--- config.mk ---
export PLATFORM = sky130hd
export DESIGN_NAME = apb_req_master_flat
export DESIGN_NICKNAME = d
export VERILOG_FILES = /design/src/rtl/apb_req_master_if.sv /design/src/rtl/apb_req_master.sv /design/src/flat_wrapper.sv
export SDC_FILE = /design/constraint.sdc
export NUM_CORES = 1
export LEC_CHECK = 0
export BUFFER_PORTS_ARGS = -buffer_cell sky130_fd_sc_hd__buf_4
export CAP_MARGIN = 20
export CORE_MARGIN = 4
export CORE_UTILIZATION = 40
export DETAILED_ROUTE_END_ITERATION = 6
export PLACE_DENSITY = 0.83
export SYNTH_ARGS = -nofsm -noshare
export SYNTH_HDL_FRONTEND = slang
export SYNTH_SLANG_ARGS = --single-unit
--- constraint.sdc ---
create_clock -name sys_clk -period 2.1 [get_ports sys_clk]
set_clock_uncertainty 0.05 [all_clocks]
set_input_delay 0.42 -clock sys_clk [delete_from_list [all_inputs] [get_ports sys_clk]]
set_output_delay 0.42 -clock sys_clk [all_outputs]
set_load 0.02 [all_outputs]
--- src/rtl/apb_req_master_if.sv ---
// ============================================================================
//  Module   : apb_req_master_if
//  Brief    : Command/response port and APB requester bus of apb_req_master.
//  Revision : 1.0 - initial release
// ============================================================================
`default_nettype none

interface apb_req_master_if #(
  parameter int ADDR_W = 12,
  parameter int DATA_W = 32
);
  logic                  req_valid;
  logic                  req_ready;
  logic                  req_write;
  logic [ADDR_W-1:0]     req_addr;
  logic [DATA_W-1:0]     req_wdata;
  logic [DATA_W/8-1:0]   req_strb;

  logic                  rsp_valid;
  logic [DATA_W-1:0]     rsp_rdata;
  logic                  rsp_err;
  logic                  rsp_timeout;

  logic                  tim_psel;
  logic                  tim_penable;
  logic                  tim_pwrite;
  logic [ADDR_W-1:0]     tim_paddr;
  logic [DATA_W-1:0]     tim_pwdata;
  logic [DATA_W/8-1:0]   tim_pstrb;
  logic [DATA_W-1:0]     tim_prdata;
  logic                  tim_pready;
  logic                  tim_pslverr;

  // The requester's view: it owns req_ready, the response and the APB controls.
  modport master (
    input  req_valid, req_write, req_addr, req_wdata, req_strb,
    output req_ready,
    output rsp_valid, rsp_rdata, rsp_err, rsp_timeout,
    output tim_psel, tim_penable, tim_pwrite, tim_paddr, tim_pwdata, tim_pstrb,
    input  tim_prdata, tim_pready, tim_pslverr
  );

  modport slave (
    output req_valid, req_write, req_addr, req_wdata, req_strb,
    input  req_ready,
    input  rsp_valid, rsp_rdata, rsp_err, rsp_timeout,
    input  tim_psel, tim_penable, tim_pwrite, tim_paddr, tim_pwdata, tim_pstrb,
    output tim_prdata, tim_pready, tim_pslverr
  );
endinterface

`default_nettype wire

--- src/rtl/apb_req_master.sv ---
// ============================================================================
//  Module   : apb_req_master
//  Brief    : Valid/ready command port to two-phase APB requester with
//             wait-state handling, error capture and one-cycle response pulse.
//             Optional ACCESS timeout enabled by defining APB_TIMEOUT_EN.
//  Revision : 1.0 - initial release
// ============================================================================
`default_nettype none

module apb_req_master #(
  parameter int ADDR_W  = 12,
  parameter int DATA_W  = 32,
  parameter int TIMEOUT = 16
) (
  input  wire logic         sys_clk,
  input  wire logic         sys_rst_n,
  apb_req_master_if.master  bus
);

  localparam int STRB_W = DATA_W / 8;

  typedef enum logic [1:0] {
    S_IDLE   = 2'd0,
    S_SETUP  = 2'd1,
    S_ACCESS = 2'd2,
    S_RESP   = 2'd3
  } state_t;

  state_t              state_q, state_d;
  logic                req_ready_q, req_ready_d;
  logic                psel_q, psel_d;
  logic                penable_q, penable_d;
  logic                pwrite_q, pwrite_d;
  logic [ADDR_W-1:0]   paddr_q, paddr_d;
  logic [DATA_W-1:0]   pwdata_q, pwdata_d;
  logic [STRB_W-1:0]   pstrb_q, pstrb_d;
  logic                rsp_valid_q, rsp_valid_d;
  logic [DATA_W-1:0]   rsp_rdata_q, rsp_rdata_d;
  logic                rsp_err_q, rsp_err_d;
  logic                rsp_timeout_q, rsp_timeout_d;
  logic                timeout_hit;

  if (TIMEOUT < 1 || TIMEOUT > 255) begin : g_timeout_range_err
    $error("apb_req_master: TIMEOUT must lie in 1..255");
  end

`ifdef APB_TIMEOUT_EN
  localparam logic [7:0] C_TIMEOUT_M1 = 8'(TIMEOUT - 1);

  logic [7:0] wait_cnt_q;

  // Counts completed wait cycles of the current ACCESS phase.
  always_ff @(posedge sys_clk) begin
    if (!sys_rst_n) begin
      wait_cnt_q <= '0;
    end else if (state_q == S_SETUP) begin
      wait_cnt_q <= '0;
    end else if (state_q == S_ACCESS && !bus.tim_pready) begin
      wait_cnt_q <= wait_cnt_q + 8'd1;
    end
  end

  assign timeout_hit = (state_q == S_ACCESS) && !bus.tim_pready &&
                       (wait_cnt_q == C_TIMEOUT_M1);
`else
  assign timeout_hit = 1'b0;
`endif

  always_ff @(posedge sys_clk) begin
    if (!sys_rst_n) begin
      state_q       <= S_IDLE;
      req_ready_q   <= 1'b0;
      psel_q        <= 1'b0;
      penable_q     <= 1'b0;
      pwrite_q      <= 1'b0;
      paddr_q       <= '0;
      pwdata_q      <= '0;
      pstrb_q       <= '0;
      rsp_valid_q   <= 1'b0;
      rsp_rdata_q   <= '0;
      rsp_err_q     <= 1'b0;
      rsp_timeout_q <= 1'b0;
    end else begin
      state_q       <= state_d;
      req_ready_q   <= req_ready_d;
      psel_q        <= psel_d;
      penable_q     <= penable_d;
      pwrite_q      <= pwrite_d;
      paddr_q       <= paddr_d;
      pwdata_q      <= pwdata_d;
      pstrb_q       <= pstrb_d;
      rsp_valid_q   <= rsp_valid_d;
      rsp_rdata_q   <= rsp_rdata_d;
      rsp_err_q     <= rsp_err_d;
      rsp_timeout_q <= rsp_timeout_d;
    end
  end

  // Outputs are computed for the state being entered, so every port is a flop.
  always_comb begin
    state_d       = state_q;
    req_ready_d   = 1'b0;
    psel_d        = 1'b0;
    penable_d     = 1'b0;
    pwrite_d      = pwrite_q;
    paddr_d       = paddr_q;
    pwdata_d      = pwdata_q;
    pstrb_d       = pstrb_q;
    rsp_valid_d   = 1'b0;
    rsp_rdata_d   = '0;
    rsp_err_d     = 1'b0;
    rsp_timeout_d = 1'b0;

    case (state_q)
      S_IDLE: begin
        if (req_ready_q && bus.req_valid) begin
          state_d  = S_SETUP;
          psel_d   = 1'b1;
          pwrite_d = bus.req_write;
          paddr_d  = bus.req_addr;
          pwdata_d = bus.req_wdata;
          pstrb_d  = bus.req_write ? bus.req_strb : '0;
        end else begin
          req_ready_d = 1'b1;
        end
      end

      S_SETUP: begin
        state_d   = S_ACCESS;
        psel_d    = 1'b1;
        penable_d = 1'b1;
      end

      S_ACCESS: begin
        if (bus.tim_pready) begin
          state_d     = S_RESP;
          rsp_valid_d = 1'b1;
          rsp_rdata_d = pwrite_q ? '0 : bus.tim_prdata;
          rsp_err_d   = bus.tim_pslverr;
          pwrite_d    = 1'b0;
          paddr_d     = '0;
          pwdata_d    = '0;
          pstrb_d     = '0;
        end else if (timeout_hit) begin
          state_d       = S_RESP;
          rsp_valid_d   = 1'b1;
          rsp_err_d     = 1'b1;
          rsp_timeout_d = 1'b1;
          pwrite_d      = 1'b0;
          paddr_d       = '0;
          pwdata_d      = '0;
          pstrb_d       = '0;
        end else begin
          psel_d    = 1'b1;
          penable_d = 1'b1;
        end
      end

      S_RESP: begin
        state_d     = S_IDLE;
        req_ready_d = 1'b1;
      end

      default: begin
        state_d = S_IDLE;
      end
    endcase
  end

  assign bus.req_ready   = req_ready_q;
  assign bus.tim_psel    = psel_q;
  assign bus.tim_penable = penable_q;
  assign bus.tim_pwrite  = pwrite_q;
  assign bus.tim_paddr   = paddr_q;
  assign bus.tim_pwdata  = pwdata_q;
  assign bus.tim_pstrb   = pstrb_q;
  assign bus.rsp_valid   = rsp_valid_q;
  assign bus.rsp_rdata   = rsp_rdata_q;
  assign bus.rsp_err     = rsp_err_q;
  assign bus.rsp_timeout = rsp_timeout_q;

endmodule

`default_nettype wire
--- src/flat_wrapper.sv ---
// flat-port wrapper written by rule: the top's interface ports become plain ports
module apb_req_master_flat 
#(
  parameter int ADDR_W  = 12,
  parameter int DATA_W  = 32,
  parameter int TIMEOUT = 16
)
  (sys_clk, sys_rst_n, bus_req_valid, bus_req_write, bus_req_addr, bus_req_wdata, bus_req_strb, bus_req_ready, bus_rsp_valid, bus_rsp_rdata, bus_rsp_err, bus_rsp_timeout, bus_tim_psel, bus_tim_penable, bus_tim_pwrite, bus_tim_paddr, bus_tim_pwdata, bus_tim_pstrb, bus_tim_prdata, bus_tim_pready, bus_tim_pslverr);
  apb_req_master_if #(.ADDR_W(ADDR_W), .DATA_W(DATA_W)) bus_i ();
  input  wire logic sys_clk;
  input  wire logic sys_rst_n;
  input wire logic [$bits(bus_i.req_valid)-1:0] bus_req_valid;
  input wire logic [$bits(bus_i.req_write)-1:0] bus_req_write;
  input wire logic [$bits(bus_i.req_addr)-1:0] bus_req_addr;
  input wire logic [$bits(bus_i.req_wdata)-1:0] bus_req_wdata;
  input wire logic [$bits(bus_i.req_strb)-1:0] bus_req_strb;
  output wire logic [$bits(bus_i.req_ready)-1:0] bus_req_ready;
  output wire logic [$bits(bus_i.rsp_valid)-1:0] bus_rsp_valid;
  output wire logic [$bits(bus_i.rsp_rdata)-1:0] bus_rsp_rdata;
  output wire logic [$bits(bus_i.rsp_err)-1:0] bus_rsp_err;
  output wire logic [$bits(bus_i.rsp_timeout)-1:0] bus_rsp_timeout;
  output wire logic [$bits(bus_i.tim_psel)-1:0] bus_tim_psel;
  output wire logic [$bits(bus_i.tim_penable)-1:0] bus_tim_penable;
  output wire logic [$bits(bus_i.tim_pwrite)-1:0] bus_tim_pwrite;
  output wire logic [$bits(bus_i.tim_paddr)-1:0] bus_tim_paddr;
  output wire logic [$bits(bus_i.tim_pwdata)-1:0] bus_tim_pwdata;
  output wire logic [$bits(bus_i.tim_pstrb)-1:0] bus_tim_pstrb;
  input wire logic [$bits(bus_i.tim_prdata)-1:0] bus_tim_prdata;
  input wire logic [$bits(bus_i.tim_pready)-1:0] bus_tim_pready;
  input wire logic [$bits(bus_i.tim_pslverr)-1:0] bus_tim_pslverr;
  assign bus_i.req_valid = bus_req_valid;
  assign bus_i.req_write = bus_req_write;
  assign bus_i.req_addr = bus_req_addr;
  assign bus_i.req_wdata = bus_req_wdata;
  assign bus_i.req_strb = bus_req_strb;
  assign bus_req_ready = bus_i.req_ready;
  assign bus_rsp_valid = bus_i.rsp_valid;
  assign bus_rsp_rdata = bus_i.rsp_rdata;
  assign bus_rsp_err = bus_i.rsp_err;
  assign bus_rsp_timeout = bus_i.rsp_timeout;
  assign bus_tim_psel = bus_i.tim_psel;
  assign bus_tim_penable = bus_i.tim_penable;
  assign bus_tim_pwrite = bus_i.tim_pwrite;
  assign bus_tim_paddr = bus_i.tim_paddr;
  assign bus_tim_pwdata = bus_i.tim_pwdata;
  assign bus_tim_pstrb = bus_i.tim_pstrb;
  assign bus_i.tim_prdata = bus_tim_prdata;
  assign bus_i.tim_pready = bus_tim_pready;
  assign bus_i.tim_pslverr = bus_tim_pslverr;
  apb_req_master #(.ADDR_W(ADDR_W), .DATA_W(DATA_W), .TIMEOUT(TIMEOUT)) u_core (.sys_clk(sys_clk), .sys_rst_n(sys_rst_n), .bus(bus_i));
endmodule
==> out/qor.txt <==
Outcome: finished clean
Crit-path cells: inv_1, ha_1, buf_4, and3_1, and2b_4, and2_1
Pleak: 2.224 nW
Worst Hold Class: input port to register
Leading cell type in the layout, fill and taps excluded: buf_4
DR vias/cell: 4.687
Final setup violation count: 0
Worst skew pair latency: 330 ps
CTS Hold Bufs: 0
GPL Wtd Cong: 0.8108
Total negative slack: 0 ps
Grt total ovfl: 0
Core Box Area: 8217 sq um
CTS Buffer Depth: 2
ANT cells: 0
Initial antenna violation count: 0
Seq/Total Area, Yosys: 52.09%
Tot GR Track Use: 16.54%
Top-area cell type share of the netlist area: 52.09%
Routed WL per cell: 14.54 um
Final period util: 87.68%
Setup CP Type: register to register
Fillers: 723
Final core occ: 58.93%
DRT iter0 DRCs: 80
Worst endpoint required time: 2330 ps
Total power draw: 6.263 mW
Routed vias: 2,784
H-tree levels: 3
Clk network pwr share: 18.6%
CTS tree: done
MaxCap Viol Count: 0
Final Hold Fails: 0
Worst Setup End Kind: register
Pins Over Slew Limit: 0
Antenna-violating nets left: 0
Layout cells sized above 1: 39.88%
Die Y: 99.95 um
Largest cells by area after synthesis: dfxtp_1 52%, mux2i_1 15%, nand3b_1 9.3%, and2_1 6.1%, nand2_1 6.0%
Root Driver: clkbuf_8
Max VDD drop: 0.0005726 V
Sink Count: 88
RSZ-0062 raised after global routing: false
Most frequent cells in the layout: 175 x buf_4, 88 x dfxtp_1, 54 x nand2_1
# nets final: 574
Placed cell area: 4636 sq um
DR DRC count: 0
CP arrival: 2070 ps
Synth Instances: 323
Post-Syn Area: 3382 sq um
Logic pwr share: 43.7%
Rows: 33
Routed WL: 8.639 mm
Ports: 173
Mean Syn Cell Area: 10.47 sq um
Area of the multi-input gates: 1433 sq um
Final non-filler cell area: 4842 sq um
Pwr dens: 1293 nW/um^2
Pre-CTS setup slack: -96.83 ps
Initial Utilization: 41.16%
Vias in the first global route: 2,834
Final WS setup: 258.6 ps
Reg clk slew, reported paths: 90 ps
Internal cell power: 3.945 mW
Startpoint Class: register
Total die area: 9990 sq um
Sw Ratio: 37.01%
Syn Nets: 413
Largest area contributor in the netlist: dfxtp_1
Worst path slowest cell: dfxtp_1
FF+latch area: 1762 sq um
Minimum clock period: 1841 ps
Cts bufs inserted: 9
Sequential share of power: 37.8%
Synthesized flop and latch total: 88
Yosys cell types: 31
Port-buffer cells: 171
Syn-to-layout area delta: 43.17%
DP HPWL: 6.164 mm
Sw power: 2.318 mW
Synth Warn #: 0
Die width: 99.95 um
Max Freq: 543.1 MHz
Largest net degree at the start of global routing: 51
Total iterations of the first detailed-routing run: 4
Largest stage delay on the critical path: 350 ps
CP Max Fanout: 46
Global-route wire length before repair: 13.28 mm
## area by class of cell
class / instances / share of cell area (%)
tap: 105 / 2.713
inverter: 2 / 0.1550
timing repair buffer: 175 / 27.13
multi-input combinational: 208 / 29.59
clock buffer: 10 / 2.636
clock inverter: 6 / 1.395
sequential: 88 / 36.38
## final timing paths
check                      startpoint                  endpoint  slack [ps]  depth (start not counted)
min                bus_tim_prdata[31]  u_core.bus.rsp_rdata[31]         220                          2
max                 u_core.state_q[0]  u_core.bus.rsp_rdata[23]         260                          6
min reg2reg  u_core.bus.tim_pwdata[8]  u_core.bus.tim_pwdata[8]         410                          2
max reg2reg         u_core.state_q[0]  u_core.bus.rsp_rdata[23]         260                          6
## Yosys cell counts
cell / instances
dfxtp_1: 88
nand2_1: 54
mux2i_1: 49
nand3b_1: 42
and2_1: 33
clkbuf_1: 13
nand3_1: 5
buf_12: 4
ha_1: 4
nor2_1: 4
clkbuf_2: 3
nor2b_1: 3
buf_2: 2
inv_1: 2
a21bo_2: 1
a21boi_0: 1
a21oi_1: 1
and2_4: 1
and2b_1: 1
and3_1: 1
buf_1: 1
buf_4: 1
buf_6: 1
buf_8: 1
conb_1: 1
mux2_4: 1
nand2b_1: 1
nand4_1: 1
nor3b_1: 1
o21ai_1: 1
o2bb2ai_1: 1
## stage by stage
stage | std cells | hold slack (ps)
6_report | 594 | 224.6
5_1_grt | 594 | 206.0
3_5_place_dp | 577 | 400.1
3_3_place_gp | 577 | 394.2
4_1_cts | 593 | 203.3
2_1_floorplan | 323 | 417.7
## what timing repair did
| item | 4_1_cts | 5_1_grt |
|---|---|---|
| gates cloned | 0 | 1 |
| setup buffers | 0 | 0 |
| resized for setup | 1 | 2 |
| setup endpoints to repair | 32 | 80 |
## metal layers
metal  track usage, %  wire length [um]
met1            19.55              3532
met2            28.17              4079
met3            4.864               862
met4            6.513               164
met5                0                 0
## worst max-delay path: cells and delay by family, from the launching register on
family	cells	cell delay, ps
and+or+nand+nor	3	760
adders and majority gates	1	190
buffers and inverters	2	440
DFF	1	350
## sequential cells by signal (all words and copies together), names as in the netlist, 2 cells and up
signal,cells
u_core.bus.tim_paddr,12
u_core.bus.tim_pwdata,32
u_core.state_q,2
u_core.bus.tim_pstrb,4
u_core.bus.rsp_rdata,32
## power groups by stage
stage / sequential (mW) / clock [mW] / combinational (mW)
global placement: 2.39 / 0 / 2.67
global route: 2.43 / 1.28 / 2.93
finish: 2.37 / 1.16 / 2.73
detailed placement: 2.40 / 0 / 2.73
CTS: 2.37 / 1.20 / 2.73
floorplan: 2.91 / 0 / 1.46
## logic make-up (layout without fill, tap and decap cells)
family | Yosys count | in the layout | synth area share (%)
multiplexers | 50 | 50 | 14.95
buffers and inverters | 28 | 193 | 5.882
AO/OA/AOI/OAI | 5 | 5 | 1.073
flip-flops | 88 | 88 | 52.09
adder cells (fa/ha/maj) | 4 | 4 | 1.480
AND/OR/NAND/NOR | 147 | 148 | 24.42
other | 1 | 1 | 0.1109
Note: power is estimated with default switching activity, not from simulation.
